### config.mk
export PLATFORM = sky130hd
export DESIGN_NAME = ahbl2apb_bridge_flat
export DESIGN_NICKNAME = d
export VERILOG_FILES = /design/src/rtl/ahb_apb_pkg.sv /design/src/rtl/ahbl2apb_bridge_if.sv /design/src/rtl/ahbl2apb_bridge.sv /design/src/flat_wrapper.sv
export SDC_FILE = /design/constraint.sdc
export NUM_CORES = 1
export LEC_CHECK = 0
export BUFFER_PORTS_ARGS = -buffer_cell sky130_fd_sc_hd__buf_4
export CELL_PAD_IN_SITES_DETAIL_PLACEMENT = 1
export CELL_PAD_IN_SITES_GLOBAL_PLACEMENT = 1
export CORE_ASPECT_RATIO = 0.6
export CORE_UTILIZATION = 34
export CTS_BUF_LIST = sky130_fd_sc_hd__clkbuf_2 sky130_fd_sc_hd__clkbuf_4 sky130_fd_sc_hd__clkbuf_8
export CTS_CLUSTER_SIZE = 8
export DETAILED_ROUTE_END_ITERATION = 8
export PLACE_DENSITY_LB_ADDON = 0.1
export SLEW_MARGIN = 20
export SYNTH_ARGS = -nofsm -noshare
export SYNTH_HDL_FRONTEND = slang
export SYNTH_SLANG_ARGS = --single-unit
### constraint.sdc
create_clock -name PCLK -period 2.6 [get_ports PCLK]
set_clock_uncertainty 0.05 [all_clocks]
set_input_delay 0.26 -clock PCLK [delete_from_list [all_inputs] [get_ports PCLK]]
set_output_delay 0.26 -clock PCLK [all_outputs]
set_load 0.01 [all_outputs]
### src/rtl/ahb_apb_pkg.sv
`default_nettype none
// ============================================================================
// Module      : ahb_apb_pkg
// Description : Shared types and constants for the AHB-Lite to APB3 bridge.
// Revision    : 1.0 - initial release
// ============================================================================
package ahb_apb_pkg;

   // Bridge sequencing states
   typedef enum logic [2:0] {
      IDLE   = 3'd0,
      SETUP  = 3'd1,
      ACCESS = 3'd2,
      DONE   = 3'd3,
      ERR1   = 3'd4,
      ERR2   = 3'd5
   } state_e;

   // AHB HTRANS encodings
   localparam logic [1:0] HTRANS_IDLE   = 2'b00;
   localparam logic [1:0] HTRANS_BUSY   = 2'b01;
   localparam logic [1:0] HTRANS_NONSEQ = 2'b10;
   localparam logic [1:0] HTRANS_SEQ    = 2'b11;

   // Only word transfers are supported
   localparam logic [2:0] HSIZE_WORD = 3'b010;

   localparam logic HRESP_OKAY  = 1'b0;
   localparam logic HRESP_ERROR = 1'b1;

   // A transfer is legal when it is a word access on a word-aligned address
   function automatic logic is_legal(input logic [2:0] hsize, input logic [1:0] addr_lo);
      return (hsize == HSIZE_WORD) && (addr_lo == 2'b00);
   endfunction

endpackage
`default_nettype wire

### src/rtl/ahbl2apb_bridge_if.sv
`default_nettype none
// ============================================================================
// Module      : ahbl2apb_bridge_if
// Description : AHB-Lite slave side and APB3 master side signals of the bridge.
//               'slave' is the bridge view, 'master' is the surrounding system.
// Revision    : 1.0 - initial release
// ============================================================================
interface ahbl2apb_bridge_if #(
   parameter int PADDR_W = 32
);
   // AHB-Lite side
   logic               HSEL;
   logic [31:0]        HADDR;
   logic [1:0]         HTRANS;
   logic               HWRITE;
   logic [2:0]         HSIZE;
   logic               HREADY;
   logic [31:0]        HWDATA;
   logic [31:0]        HRDATA;
   logic               HREADYOUT;
   logic               HRESP;
   // APB3 side
   logic               PSEL;
   logic               PENABLE;
   logic [PADDR_W-1:0] PADDR;
   logic               PWRITE;
   logic [31:0]        PWDATA;
   logic [31:0]        PRDATA;
   logic               PREADY;
   logic               PSLVERR;

   modport slave (
      input  HSEL, HADDR, HTRANS, HWRITE, HSIZE, HREADY, HWDATA,
      input  PRDATA, PREADY, PSLVERR,
      output HRDATA, HREADYOUT, HRESP,
      output PSEL, PENABLE, PADDR, PWRITE, PWDATA
   );

   modport master (
      output HSEL, HADDR, HTRANS, HWRITE, HSIZE, HREADY, HWDATA,
      output PRDATA, PREADY, PSLVERR,
      input  HRDATA, HREADYOUT, HRESP,
      input  PSEL, PENABLE, PADDR, PWRITE, PWDATA
   );

endinterface
`default_nettype wire

### src/rtl/ahbl2apb_bridge.sv
`default_nettype none
// ============================================================================
// Module      : ahbl2apb_bridge
// Description : AHB-Lite slave to APB3 master bridge. One word transfer at a
//               time, APB wait states stretch the AHB data phase, PSLVERR and
//               a PREADY timeout both produce a two-cycle AHB ERROR response.
// Revision    : 1.0 - initial release
// ============================================================================
module ahbl2apb_bridge
   import ahb_apb_pkg::*;
#(
   parameter int PADDR_W = 32,
   parameter int TIMEOUT = 255
) (
   input  wire logic          PCLK,
   input  wire logic          PRESETn,
   ahbl2apb_bridge_if.slave   bus
);

   // A zero TIMEOUT still needs a legal one-bit counter declaration
   localparam int CNT_W = (TIMEOUT > 0) ? $clog2(TIMEOUT + 1) : 1;
   localparam logic [CNT_W-1:0] CNT_LAST = CNT_W'((TIMEOUT > 0) ? (TIMEOUT - 1) : 0);

   state_e             state_q, state_d;
   logic [PADDR_W-1:0] haddr_q, haddr_d;
   logic               hwrite_q, hwrite_d;
   logic [31:0]        hrdata_q, hrdata_d;
   logic [CNT_W-1:0]   cnt_q, cnt_d;

   logic               accept;
   logic               legal;
   logic               psel;
   logic               penable;
   logic               hreadyout;
   logic               hresp;

   // Address-phase qualification: only NONSEQ/SEQ transfers with HREADY high
   always_comb begin
      accept = 1'b0;
      if (bus.HSEL && bus.HREADY &&
          ((bus.HTRANS == HTRANS_NONSEQ) || (bus.HTRANS == HTRANS_SEQ))) begin
         accept = 1'b1;
      end
      legal = is_legal(bus.HSIZE, bus.HADDR[1:0]);
   end

   // Next-state, capture registers and Moore bus outputs
   always_comb begin
      state_d   = state_q;
      haddr_d   = haddr_q;
      hwrite_d  = hwrite_q;
      hrdata_d  = hrdata_q;
      cnt_d     = cnt_q;
      psel      = 1'b0;
      penable   = 1'b0;
      hreadyout = 1'b1;
      hresp     = HRESP_OKAY;

      case (state_q)
         IDLE, DONE, ERR2: begin
            if (state_q == ERR2) begin
               hresp = HRESP_ERROR;
            end
            state_d = IDLE;
            if (accept) begin
               haddr_d  = bus.HADDR[PADDR_W-1:0];
               hwrite_d = bus.HWRITE;
               if (legal) begin
                  // Counter starts fresh for every APB access
                  cnt_d   = '0;
                  state_d = SETUP;
               end else begin
                  state_d = ERR1;
               end
            end
         end

         SETUP: begin
            psel      = 1'b1;
            hreadyout = 1'b0;
            state_d   = ACCESS;
         end

         ACCESS: begin
            psel      = 1'b1;
            penable   = 1'b1;
            hreadyout = 1'b0;
            if (bus.PREADY) begin
               if (bus.PSLVERR) begin
                  state_d = ERR1;
               end else begin
                  if (!hwrite_q) begin
                     hrdata_d = bus.PRDATA;
                  end
                  state_d = DONE;
               end
            end else if (TIMEOUT != 0) begin
               if (cnt_q == CNT_LAST) begin
                  state_d = ERR1;
               end else begin
                  cnt_d = cnt_q + 1'b1;
               end
            end
         end

         ERR1: begin
            hreadyout = 1'b0;
            hresp     = HRESP_ERROR;
            state_d   = ERR2;
         end

         default: begin
            state_d = IDLE;
         end
      endcase
   end

   // State and capture registers, asynchronously cleared
   always_ff @(posedge PCLK or negedge PRESETn) begin
      if (!PRESETn) begin
         state_q  <= IDLE;
         haddr_q  <= '0;
         hwrite_q <= 1'b0;
         hrdata_q <= '0;
         cnt_q    <= '0;
      end else begin
         state_q  <= state_d;
         haddr_q  <= haddr_d;
         hwrite_q <= hwrite_d;
         hrdata_q <= hrdata_d;
         cnt_q    <= cnt_d;
      end
   end

   assign bus.PSEL      = psel;
   assign bus.PENABLE   = penable;
   assign bus.PADDR     = haddr_q;
   assign bus.PWRITE    = hwrite_q;
   // Master holds HWDATA stable while the data phase is stretched
   assign bus.PWDATA    = bus.HWDATA;
   assign bus.HRDATA    = hrdata_q;
   assign bus.HREADYOUT = hreadyout;
   assign bus.HRESP     = hresp;

endmodule
`default_nettype wire

### src/flat_wrapper.sv
// flat-port wrapper written by rule: the top's interface ports become plain ports
module ahbl2apb_bridge_flat import ahb_apb_pkg::*;
#(
   parameter int PADDR_W = 32,
   parameter int TIMEOUT = 255
)
  (PCLK, PRESETn, bus_HSEL, bus_HADDR, bus_HTRANS, bus_HWRITE, bus_HSIZE, bus_HREADY, bus_HWDATA, bus_PRDATA, bus_PREADY, bus_PSLVERR, bus_HRDATA, bus_HREADYOUT, bus_HRESP, bus_PSEL, bus_PENABLE, bus_PADDR, bus_PWRITE, bus_PWDATA);
  ahbl2apb_bridge_if #(.PADDR_W(PADDR_W)) bus_i ();
  input  wire logic PCLK;
  input  wire logic PRESETn;
  input wire logic [$bits(bus_i.HSEL)-1:0] bus_HSEL;
  input wire logic [$bits(bus_i.HADDR)-1:0] bus_HADDR;
  input wire logic [$bits(bus_i.HTRANS)-1:0] bus_HTRANS;
  input wire logic [$bits(bus_i.HWRITE)-1:0] bus_HWRITE;
  input wire logic [$bits(bus_i.HSIZE)-1:0] bus_HSIZE;
  input wire logic [$bits(bus_i.HREADY)-1:0] bus_HREADY;
  input wire logic [$bits(bus_i.HWDATA)-1:0] bus_HWDATA;
  input wire logic [$bits(bus_i.PRDATA)-1:0] bus_PRDATA;
  input wire logic [$bits(bus_i.PREADY)-1:0] bus_PREADY;
  input wire logic [$bits(bus_i.PSLVERR)-1:0] bus_PSLVERR;
  output wire logic [$bits(bus_i.HRDATA)-1:0] bus_HRDATA;
  output wire logic [$bits(bus_i.HREADYOUT)-1:0] bus_HREADYOUT;
  output wire logic [$bits(bus_i.HRESP)-1:0] bus_HRESP;
  output wire logic [$bits(bus_i.PSEL)-1:0] bus_PSEL;
  output wire logic [$bits(bus_i.PENABLE)-1:0] bus_PENABLE;
  output wire logic [$bits(bus_i.PADDR)-1:0] bus_PADDR;
  output wire logic [$bits(bus_i.PWRITE)-1:0] bus_PWRITE;
  output wire logic [$bits(bus_i.PWDATA)-1:0] bus_PWDATA;
  assign bus_i.HSEL = bus_HSEL;
  assign bus_i.HADDR = bus_HADDR;
  assign bus_i.HTRANS = bus_HTRANS;
  assign bus_i.HWRITE = bus_HWRITE;
  assign bus_i.HSIZE = bus_HSIZE;
  assign bus_i.HREADY = bus_HREADY;
  assign bus_i.HWDATA = bus_HWDATA;
  assign bus_i.PRDATA = bus_PRDATA;
  assign bus_i.PREADY = bus_PREADY;
  assign bus_i.PSLVERR = bus_PSLVERR;
  assign bus_HRDATA = bus_i.HRDATA;
  assign bus_HREADYOUT = bus_i.HREADYOUT;
  assign bus_HRESP = bus_i.HRESP;
  assign bus_PSEL = bus_i.PSEL;
  assign bus_PENABLE = bus_i.PENABLE;
  assign bus_PADDR = bus_i.PADDR;
  assign bus_PWRITE = bus_i.PWRITE;
  assign bus_PWDATA = bus_i.PWDATA;
  ahbl2apb_bridge #(.PADDR_W(PADDR_W), .TIMEOUT(TIMEOUT)) u_core (.PCLK(PCLK), .PRESETn(PRESETn), .bus(bus_i));
endmodule
==> flow_metrics.py <==
metrics = {
    "pwr": {
        "p_sw_mw": 1.72,
        "leakagePower_nw": 2.39,
        "p_sw_share_pct": 31.1,
        "internal_power_mw": 3.82,
        "irDropWorstVdd_mv": 0.465,
        "p_comb_share_pct": 41.6,
        "power_density_mw_per_mm2": 1160,
        "seq_power_share_pct": 38.4,
        "clkPwrFrac_pct": 20.0,
    },
    "timing": {
        "tightestPinTransition_ns": 0.533,
        "fin_tns_setup_ns": 0,
        "timing.final.crit_share_pct": 86.4,
        "timing.slew.headroom_pct": 64.5,
        "setup_viol": 0,
        "max_freq_ghz": 0.445,
        "hold_viol_final": 0,
        "period_minus_slack_ns": 2.25,
        "drv_slew": 0,
        "rsz0062_at_grt": "false",
    },
    "routing": {
        "drc_errors": 0,
        "drtIter0Drc": 45,
        "wire_per_inst_um": 16.4,
        "vias_per_cell": 4.64,
        "num_vias": 2378,
        "drt_pass1_iterations": 4,
        "wirelength_um": 8410,
        "ant_nets": 0,
    },
    "clocking": {
        "cts_buffer_depth": 2,
        "cts_setup_buffers": 0,
        "clock_latency_ns": 0.35,
        "tritoncts": "yes",
        "cts_sinks": 76,
        "numCtsBuffers": 9,
        "root_buffer": "clkbuf_8",
        "cts_max_level": 3,
        "path_clk_slew_ns": 0.08,
    },
    "die": {
        "die_y_um": 80.9,
        "io_pins": 209,
        "dieArea_sq_mm": 0.0108,
        "coreArea_sq_mm": 0.00995,
        "die_w_um": 133,
        "initial_utilization_pct": 35.4,
        "num_rows": 28,
    },
    "finish": {
        "nets": 483,
        "layout-drive-gt1-share_pct": 62.4,
        "layout.cells.non_filler": 513,
        "final_util_pct": 48.0,
        "area_delta_synth_final_pct": 35.4,
        "n_antenna_cell": 0,
    },
    "critical_path": {
        "end_kind": "flop",
        "critical_path_class": "flop to flop",
        "cp_slowest_cell": "or3_2",
        "ff2ff_setup_slack_ns": 0.35,
        "path_cells": "or3b_1, or3_2, buf_12, mux2_4",
        "path_max_fanout": 32,
        "start_kind": "flop",
        "cp.arrival_ns": 2.43,
        "required_ns": 2.78,
        "critPathMaxStageDelay_ns": 0.54,
    },
    "synth": {
        "syn_area_sq_mm": 0.00352,
        "ys_ff_latch": 76,
        "postSynthNetCount": 363,
        "synth-adder-area-share_pct": 0.710,
        "synthMuxAreaShare_pct": 24.3,
        "synthSimpleGateAreaFrac_pct": 4.40,
        "ys_seq_area_share_pct": 54.0,
        "synth_compound_area_share_pct": 5.11,
        "synth_top_family_by_area": "multiplexers",
        "avgSynthCellArea_sq_um": 13.9,
        "yosysWarnings": 0,
        "synth_edf_count": 0,
        "synth_async_sr_flop_share_pct": 100,
        "ys.flop_type": "dfrtp_1",
        "syn_inst": 253,
        "synth.distinct_cells": 41,
        "synth_xor_area_share_pct": 0.497,
    },
    "global_route": {
        "grtUsageTotal_pct": 16.4,
        "antenna_found_initial": 0,
        "grt_pass1_wl_um": 13300,
        "grt_max_degree": 42,
        "met2_usage_pct": 23.1,
        "top_usage_layer": "met2",
        "grt_pass1_vias": 2499,
        "grt_use_met3_pct": 8.24,
        "use_met1_pct": 21.2,
        "grt-ovfl-total": 0,
    },
    "status": {
        "outcome": "completed",
    },
    "min_path": {
        "hold_class": "primary input to flop",
    },
    "placement": {
        "hpwl_um": 6250,
        "dp_cells": 496,
        "gp_congestion": 0.746,
        "port_buffers": 143,
    },
    "job": {
        "cap_viol_max_count": 0,
    },
}
## state kept, by name (all words and copies together), names as in the netlist
name	count
u_core.cnt_q	8
u_core.bus.PWRITE	1
u_core.bus.HRDATA	32
u_core.bus.PADDR	32
u_core.state_q	3
## stage by stage
step | total power [mW] | setup slack (ns) | hold slack (ns) | cell area, sq um
finish | 5.55 | 0.354 | 0.0863 | 4770
global route | 5.92 | 0.285 | 0.0566 | 4770
CTS | 5.64 | 0.343 | 0.0609 | 4770
detailed placement | 4.49 | 0.353 | 0.233 | 4510
global placement | 4.42 | 0.364 | 0.236 | 4510
floorplan | 3.33 | 0.524 | -0.0856 | 3520
## synthesized netlist by cell type, types with 2 or more instances
| cell type | count | area [sq um] |
|---|---|---|
| mux2_4 | 30 | 450 |
| buf_12 | 3 | 60.1 |
| nand3b_1 | 2 | 15.0 |
| or3_1 | 2 | 12.5 |
| a21oi_1 | 2 | 10.0 |
| nand2_1 | 2 | 7.51 |
| inv_1 | 9 | 33.8 |
| and3_1 | 4 | 25.0 |
| o21ai_0 | 9 | 45.0 |
| nor2b_1 | 2 | 12.5 |
| nor2_1 | 4 | 15.0 |
| nand3_1 | 4 | 20.0 |
| buf_4 | 32 | 240 |
| buf_6 | 2 | 22.5 |
| dfrtp_1 | 76 | 1900 |
| buf_2 | 5 | 25.0 |
| a31oi_1 | 3 | 18.8 |
| a211oi_1 | 2 | 15.0 |
| nand2b_1 | 2 | 12.5 |
| mux2_2 | 36 | 405 |
| ha_1 | 2 | 25.0 |
## logic make-up (layout without fill, tap and decap cells)
kind of cell | after synthesis | count (layout)
mux | 66 | 66
compound gates | 27 | 27
xor+xnor | 2 | 2
buf+inv | 53 | 178
simple gates | 27 | 27
fa+ha+maj | 2 | 2
flops | 76 | 76
## final cells by class
type / instances / area [sq um]
multi-input combinational: 124 / 1240
sequential: 76 / 1900
clock buffer: 10 / 138
timing repair buffer: 153 / 1180
inverter: 9 / 33.8
tap: 135 / 169
clock inverter: 6 / 111
fill: 1063 / 5180
## layer usage
metal	wire, um	part of all wire (%)	vias up
met2	3470	41	104
met5	0	0	-
met1	3840	46	1158
met4	155	1.8	0
met3	945	11	22
li1	-	-	1094
## worst max-delay path: cells and delay by family (launching register included)
family / cells / cell delay, ns
buffers and inverters: 1 / 0.21
DFF: 1 / 0.46
muxes: 1 / 0.32
and+or+nand+nor: 2 / 1.07
## final timing paths
kind	cells after the start	endpoint	start
max in group asynchronous	3	u_core.bus.PADDR[15]	PRESETn
hold / removal	2	u_core.bus.PADDR[19]	bus_HADDR[19]
min in group asynchronous	2	u_core.bus.PADDR[3]	PRESETn
hold reg to reg	1	u_core.bus.PADDR[23]	u_core.bus.PADDR[23]
setup / recovery	4	u_core.bus.HRDATA[0]	u_core.state_q[0]
setup reg to reg	4	u_core.bus.HRDATA[0]	u_core.state_q[0]
## power by group through the flow
stage / registers (mW) / logic, mW / clock network, mW
after floorplan: 2.32 / 1.01 / 0
after global placement: 2.12 / 2.31 / 0
after detailed placement: 2.14 / 2.35 / 0
after CTS: 2.14 / 2.35 / 1.15
after global routing: 2.22 / 2.51 / 1.20
final: 2.13 / 2.31 / 1.11
## placed cells by master (no fill, tap or decap), types with 3 or more instances in the layout
master and instances:
dfrtp_1 76, nor2_1 3, a31oi_1 3, buf_4 150, clkbuf_8 10, bufinv_16 3
mux2_2 36, inv_1 9, mux2_4 30, nand3_1 4, and3_1 4, o21ai_0 9
## timing repair
item | 4_1_cts | 5_1_grt
resized for setup | 0 | 0
hold buffers | 1 | 0
endpoints found under the setup margin | 0 | 0
endpoints found under the hold margin | 39 | 0
Power figures use the tool's default switching activity.
